<file path="config.mk">
export PLATFORM = sky130hd
export DESIGN_NAME = ysyx_25050147_ifu
export DESIGN_NICKNAME = d
export VERILOG_FILES = /design/src/rtl/ysyx_25050147_pkg.sv /design/src/rtl/ysyx_25050147_ifu_pcgen.sv /design/src/rtl/ysyx_25050147_ifu.sv
export SDC_FILE = /design/constraint.sdc
export NUM_CORES = 1
export LEC_CHECK = 0
export CAP_MARGIN = 20
export CORE_ASPECT_RATIO = 1.5
export CORE_MARGIN = 2
export CORE_UTILIZATION = 40
export DETAILED_ROUTE_END_ITERATION = 7
export PLACE_DENSITY = 0.8
export SYNTH_ARGS = -nofsm -noshare
export SYNTH_HDL_FRONTEND = slang
export SYNTH_SLANG_ARGS = --single-unit
</file>
<file path="constraint.sdc">
create_clock -name clk -period 2 [get_ports clk]
set_input_delay 0.2 -clock clk [delete_from_list [all_inputs] [get_ports clk]]
set_output_delay 0.2 -clock clk [all_outputs]
set_load 0.01 [all_outputs]
</file>
<file path="src/rtl/ysyx_25050147_pkg.sv">
// Shared types and constants for the ysyx_25050147 fetch path.
// Holds the IFU state encoding, bus widths and the reset PC.
package ysyx_25050147_pkg;

  localparam int XLEN   = 32;
  localparam int INST_W = 32;

  localparam logic [XLEN-1:0]   RESET_PC_DEF = 32'h8000_0000;
  localparam logic [INST_W-1:0] EBREAK       = 32'h0010_0073;

  typedef enum logic [2:0] {
    IDLE,
    REQ,
    WAIT,
    HOLD,
    HALT
  } ifu_state_e;

endpackage

</file>
<file path="src/rtl/ysyx_25050147_ifu_pcgen.sv">
// Next-PC mux: redirect over increment over hold; purely combinational.
// IFU_ALIGN_CHECK_EN flags misaligned redirect targets instead of truncating them.
module ysyx_25050147_ifu_pcgen
  import ysyx_25050147_pkg::*;
#(
  parameter int PC_STEP = 4
) (
  input  logic [XLEN-1:0] pc,
  input  logic            redirect_en,
  input  logic [XLEN-1:0] redirect_pc,
  input  logic            advance,
  output logic [XLEN-1:0] next_pc,
  output logic            misalign
);

  logic [XLEN-1:0] target;

`ifdef IFU_ALIGN_CHECK_EN
  assign misalign = redirect_en && (redirect_pc[1:0] != 2'b00);
  assign target   = redirect_pc;
`else
  logic unused_lo;
  assign unused_lo = ^redirect_pc[1:0];
  assign misalign  = 1'b0;
  assign target    = {redirect_pc[XLEN-1:2], 2'b00};
`endif

  always_comb begin
    next_pc = pc;
    if (redirect_en) begin
      // A faulting target leaves the PC untouched.
      if (!misalign) next_pc = target;
    end else if (advance) begin
      next_pc = pc + XLEN'(PC_STEP);
    end
  end

endmodule

</file>
<file path="src/rtl/ysyx_25050147_ifu.sv">
// Instruction fetch unit: single-outstanding imem requests, one-entry buffer to decode.
// Zero-wait memory gives inst_valid 3 cycles after reset; optional IFU_ALIGN_CHECK_EN adds fetch_fault.
module ysyx_25050147_ifu
  import ysyx_25050147_pkg::*;
#(
  parameter logic [31:0] RESET_PC = RESET_PC_DEF,
  parameter int          PC_STEP  = 4
) (
  input  logic        clk,
  input  logic        rst_n,
  output logic        imem_req_valid,
  input  logic        imem_req_ready,
  output logic [31:0] imem_req_addr,
  input  logic        imem_rsp_valid,
  input  logic [31:0] imem_rsp_data,
  output logic        inst_valid,
  input  logic        inst_ready,
  output logic [31:0] inst,
  output logic [31:0] inst_pc,
  input  logic        redirect_valid,
  input  logic [31:0] redirect_pc,
  input  logic        halt
`ifdef IFU_ALIGN_CHECK_EN
  ,
  output logic        fetch_fault
`endif
);

  ifu_state_e      state, state_n;
  logic [XLEN-1:0] pc, pc_n, inst_q, inst_pc_q;
  logic            discard, discard_n, halted, halted_n;
  logic            redir_act, misalign, stop, req_hs, advance, rsp_take;

  assign redir_act = redirect_valid && (state == REQ || state == WAIT || state == HOLD);
  // A misaligned redirect behaves like a halt; halted keeps it sticky.
  assign stop      = halt || halted || misalign;
  assign req_hs    = (state == REQ) && imem_req_ready;
  assign advance   = (state == HOLD) && inst_ready && !stop;
  assign rsp_take  = (state == WAIT) && imem_rsp_valid && !discard && !redir_act && !stop;

  ysyx_25050147_ifu_pcgen #(.PC_STEP(PC_STEP)) u_pcgen (
    .pc          (pc),
    .redirect_en (redir_act),
    .redirect_pc (redirect_pc),
    .advance     (advance),
    .next_pc     (pc_n),
    .misalign    (misalign)
  );

  always_comb begin
    state_n   = state;
    discard_n = discard;
    halted_n  = halted || halt || misalign;
    unique case (state)
      IDLE: state_n = REQ;
      REQ: begin
        if (req_hs) begin
          state_n   = WAIT;
          discard_n = redir_act || stop;
        end else if (stop) begin
          state_n = HALT;
        end
      end
      WAIT: begin
        if (imem_rsp_valid) begin
          discard_n = 1'b0;
          if (stop)                        state_n = HALT;
          else if (discard || redir_act)   state_n = REQ;
          else                             state_n = HOLD;
        end else if (redir_act || stop) begin
          discard_n = 1'b1;
        end
      end
      HOLD: begin
        if (stop)                           state_n = HALT;
        else if (redir_act || inst_ready)   state_n = REQ;
      end
      HALT: state_n = HALT;
      default: state_n = IDLE;
    endcase
  end

  always_ff @(posedge clk or negedge rst_n) begin
    if (!rst_n) begin
      state     <= IDLE;
      pc        <= RESET_PC;
      inst_q    <= '0;
      inst_pc_q <= '0;
      discard   <= 1'b0;
      halted    <= 1'b0;
    end else begin
      state   <= state_n;
      pc      <= pc_n;
      discard <= discard_n;
      halted  <= halted_n;
      if (rsp_take) begin
        inst_q    <= imem_rsp_data;
        inst_pc_q <= pc;
      end
    end
  end

`ifdef IFU_ALIGN_CHECK_EN
  logic fault_q;
  always_ff @(posedge clk or negedge rst_n) begin
    if (!rst_n)        fault_q <= 1'b0;
    else if (misalign) fault_q <= 1'b1;
  end
  assign fetch_fault = fault_q;
`endif

  assign imem_req_valid = (state == REQ);
  assign imem_req_addr  = (state == REQ) ? pc : '0;
  assign inst_valid     = (state == HOLD);
  assign inst           = inst_q;
  assign inst_pc        = inst_pc_q;

endmodule

</file>
* Word level (Yosys, flattened, before mapping) *
Cells that the tools add are included.

operators by class
  $add $sub $neg = 1
  equality and inequality tests = 9
  muxes and demuxes = 15
  reduce and logical (&&, ||, !) cells = 22

operators with widths
  cell                   count
  $mux 32                3
  $add 32x3->32 const B  1
  $mux 3                 6
  $pmux 3 s5             1
  $logic_and 1x1->1      8
  $eq 3x2->1 const B     2
  $logic_or 1x1->1       6
  $ne 3x1->1 const B     2
  $reduce_and 3->1       2
  $reduce_bool 2->1      2
  $eq 3x1->1 const B     1
  $eq 3x3->1 const B     1
  $logic_not 1->1        3
  $logic_not 3->1        1
  $mux 1                 3
  $ne 3x2->1 const B     1
  $mux 2                 1
  $ne 2x1->1 const B     1
  $ne 2x2->1 const B     1
  $pmux 1 s2             1

word-level totals
  flip-flop bits (word level) = 101
  bits of input ports = 71
  output and inout port bits = 98
  logic and storage cells = 53

* Logic depth before layout (Yosys ltp) *
  word-level depth = 9
  depth in mapped cells = 8
  mapped depth without buffers = 6

* Hierarchy *
From an unflattened synthesis, not the netlist that was laid out.

unflattened totals
  cell total of the unflattened synthesis = 420
  area total of the unflattened synthesis = 5037.3 µm²

modules (own cells, without submodules)
  module                   times used  cells each  seq. area each (µm²)  area each (µm²)
  ysyx_25050147_ifu        1           241         2528.7                3977.6
  ysyx_25050147_ifu_pcgen  1           179         0.0                   1059.8

* Least setup slack after synthesis *
No wires, ideal clock.

  path kind = register to register
  start = reg pc[17]
  end = reg pc[30]
  path buffers = 0
  path slack = 0.153 ns
  required time = 1.918 ns
  stages on the path, launching flop included = 5
  library setup time = 0.082 ns
  data arrival time = 1.766 ns
  clock period less this slack = 1.847 ns
  cells stage by stage = dfrtp_1 > nand4_2 > or4_4 > or4_1 > a31oi_1

between the ends
  longest elaborated chain between the ends = 3

RTL lines
  what                      line                           text
  start: declaration        ysyx_25050147_ifu.sv:30        logic [XLEN-1:0] pc, pc_n, inst_q, inst_pc_q;
  start signal: assignment  ysyx_25050147_ifu.sv:93        pc <= pc_n;
  $add 32x3->32             ysyx_25050147_ifu_pcgen.sv:34  next_pc = pc + XLEN'(PC_STEP);
  $mux 32                   ysyx_25050147_ifu_pcgen.sv:33  end else if (advance) begin
  $mux 32                   ysyx_25050147_ifu_pcgen.sv:30  if (redirect_en) begin

No other way between the ends. The select of a mux whose other input is x is not followed.
A chain may end at the register's enable or synchronous reset.

* Worst setup path in the final report *
  start = reg pc[23]
  end = reg pc[30]

Same word-level chain as after synthesis.

==> run_results.csv <==
group,metric,value,unit
pwr,swShare,33.9,%
die,row_count,47,
finish,n_fill_cell,930,
critical_path,endpoint_kind,"register",
timing,fin_crit,1.90,ns
pwr,seqPwrFrac,39.6,%
die,core_area,11000,um^2
finish,layout_common_cells,"clkdlybuf4s50_1 (129), dfrtp_1 (93), mux2_2 (58), nand2_1 (46), buf_4 (37)",
yosys,synth_top_area_cell,"dfrtp_1",
pwr,p_sw,0.00223,W
pwr,vdd.ir_drop.worst,0.662,mV
critical_path,crit_fanout,3,
timing,fmax,0.525,GHz
timing,skew,0.00743,ns
global_route,antenna_found_initial,0,
die,die_w,90.6,um
die,die-area,12100,um^2
cts,clk_latency,0.34,ns
pwr,p_per_area,953,nW/um^2
hold_path,hp-class,"primary input to asynchronous set/reset pin",
critical_path,required,2.26,ns
yosys,netlist_top_cells_area,"dfrtp_1 (53%), mux2_2 (15%), xnor2_1 (4.9%), nand2_1 (3.8%), and2_1 (3.5%)",
global_route,grt_pass1_vias,3969,
routing,wl_per_cell,16.5,um
yosys,syn_inst,404,
cts,cts_made_buffers,9,
yosys,yosys.area.top_type_share,53.4,%
placement,gp_congestion,0.797,
timing,relSlewSlack,63.0,%
routing,drt_pre_antenna_iters,6,
critical_path,critPathSlowestCell,"or4_4",
finish,n_antenna_cell,0,
global_route,gr-total-overflow,0,
run,maxCapViolations,0,
finish,layout_commonest_cell,"clkdlybuf4s50_1",
cts,clk_pin_slew,0.07,ns
critical_path,r2r-end,"pc[30]",
routing,totalWireLength,12400,um
yosys,synthArstFlopShare,100,%
routing,via_per_inst,5.04,
critical_path,reg2reg_slack,0.1,ns
cts,clk_path_buf_depth,2,
pwr,power_leakage,3.14,nW
critical_path,cp_slowest_stage_delay,0.56,ns
critical_path,crit_type,"register to register",
routing,antenna_left,0,
yosys,ys_ff_latch,97,
global_route,grt_max_degree,47,
finish,fin_nets,672,
timing,final_hold_viol_count,0,
critical_path,worstSetupStartpointType,"register",
cts,cts_sinks,97,
yosys,synthDistinctLibCells,43,
critical_path,reg2reg_from,"pc[23]",
timing,slew_viol_final,0,
placement,pre_cts_ws,-0.0852,ns
timing,rsz0062_at_grt,"false",
cts,cts_tree,"done",
yosys,synth_warnings,0,
finish,area_delta_synth_final,53.1,%
timing,setup_slack,0.0955,ns
critical_path,cp_cell_sequence,"nand4_1, or4_4, or4_1, a31oi_1",
cts,cts_max_level,3,
routing,initialDrtViolationCount,146,
timing,timing.final.crit_share,95.2,%
yosys,yosysSeqAreaShare,54.0,%
pwr,p_int,0.00434,W
yosys,synth_area,4500,um^2
critical_path,r2r.worst_path.cells,4,
timing,hold_slack,0.403,ns
cts,root_buffer,"clkbuf_16",
yosys,synth-edff-count,0,
timing,tightest_slew,0.555,ns
critical_path,critical_path_arrival,2.16,ns
pwr,combPwrFrac,34.8,%
routing,dr_total_vias,3788,
placement,port_buffers,162,
routing,drc,0,
die,start_util,40.9,%
finish,layout-drive-gt1-share,22.3,%
yosys,syn-mean-instance-area,11.1,um^2
die,ios,169,
global_route,grt_usage,21.0,%
outcome,status,"complete, no violations",
placement,dp_hpwl,9190,um
yosys,synth-main-ff-cell,"dfrtp_1",
pwr,pwr-share-clk,25.6,%
die,die-height,134,um
timing,finalSetupViolCount,0,
global_route,grt_pass1_wl,20000,um
layer usage:
metal | vias to the layer above | part of all wire, % | global-route usage [%]
met2 | 136 | 54 | 37.6
met1 | 1849 | 39 | 23.7
li1 | 1779 | - | -
met3 | 24 | 5.3 | 4.94
met5 | - | 0 | 0
met4 | 0 | 2.2 | 8.97
cell usage after synthesis, types with 2 or more instances:
cell,n
o31ai_1,2
and2_1,25
and4_1,3
mux2_2,58
xor2_1,2
xnor2_1,25
buf_6,2
nor2_1,17
nor3b_1,3
buf_2,5
nand4_1,3
o21ai_0,31
a31oi_1,2
dfrtp_1,96
nor4_1,12
a22oi_1,2
buf_4,4
nand2_1,46
nand3_1,9
clkbuf_1,13
nor3_1,13
and3b_1,2
a21oi_1,3
inv_1,7
worst max-delay path, delay by kind of cell (launching register included):
family	cells	cell delay [ns]
simple gates	3	1.25
compound gates	1	0.18
flops	1	0.40
power by group through the flow:
stage	sequential (W)	clock (W)	combinational [W]
5_1_grt	0.00265	0.00183	0.00251
3_3_place_gp	0.00259	0	0.00221
2_1_floorplan	0.00263	0	0.00104
6_report	0.00260	0.00168	0.00229
4_1_cts	0.00259	0.00173	0.00229
3_5_place_dp	0.00261	0	0.00230
kinds of logic (layout without fill, tap and decap cells):
kind of cell | after synthesis | count (layout) | synth area share (%)
muxes | 59 | 59 | 14.7
other | 1 | 4 | 0.0833
and+or+nand+nor | 145 | 145 | 17.1
AOI/OAI and AO/OA | 43 | 43 | 5.17
xor gates and xnor gates | 27 | 27 | 5.25
buffers and inverters | 31 | 229 | 3.39
DFF | 97 | 97 | 54.0
adders and majority gates | 1 | 1 | 0.278
worst max-delay path by stage:
| stage | startpoint | end | slack, ns | cells after the start |
|---|---|---|---|---|
| 2_1_floorplan | pc[17] | pc[30] | 0.15 | 4 |
| 3_3_place_gp | inst_ready | pc[15] | -0.07 | 8 |
| 3_5_place_dp | inst_ready | pc[15] | -0.09 | 8 |
| 4_1_cts | state[2] | inst_valid | 0.02 | 3 |
| 5_1_grt | pc[22] | pc[30] | 0.001 | 4 |
| 6_report | pc[23] | pc[30] | 0.1 | 4 |
state kept, by name, summed over array words and instances, names as in the netlist:
signal   cells
discard      1
inst_pc     30
halted       1
state        3
pc          30
inst        32
final cells by class:
cell class / count / area [um^2] / area share (%)
Timing Repair Buffer: 206 / 1980 / 28.7
Clock buffer: 13 / 270 / 3.92
Inverter: 7 / 26.3 / 0.381
Tap cell: 147 / 184 / 2.67
Multi-Input combinational cell: 279 / 1980 / 28.7
Clock inverter: 3 / 22.5 / 0.327
Sequential cell: 97 / 2430 / 35.3
through the flow:
stage          std cells  total power (W)  cell area, um^2  setup TNS, ns  utilization (%)
2_1_floorplan        407          0.00368             4510              0                -
3_3_place_gp         731          0.00481             6550         -0.527             59.6
3_5_place_dp         731          0.00491             6550          -3.15             59.6
4_1_cts              751          0.00662             6870              0             62.5
5_1_grt              752          0.00700             6890              0             62.7
6_report             752          0.00657             6890              0             62.7
timing repair:
action | CTS | global route
hold buffers | 1 | 0
cloned | 1 | 0
setup buffers | 2 | 1
resized for setup | 39 | 5
endpoints found under the hold margin | 39 | 0
endpoints found under the setup margin | 30 | 3
pin swaps | 1 | 1
Power figures use the tool's default switching activity.
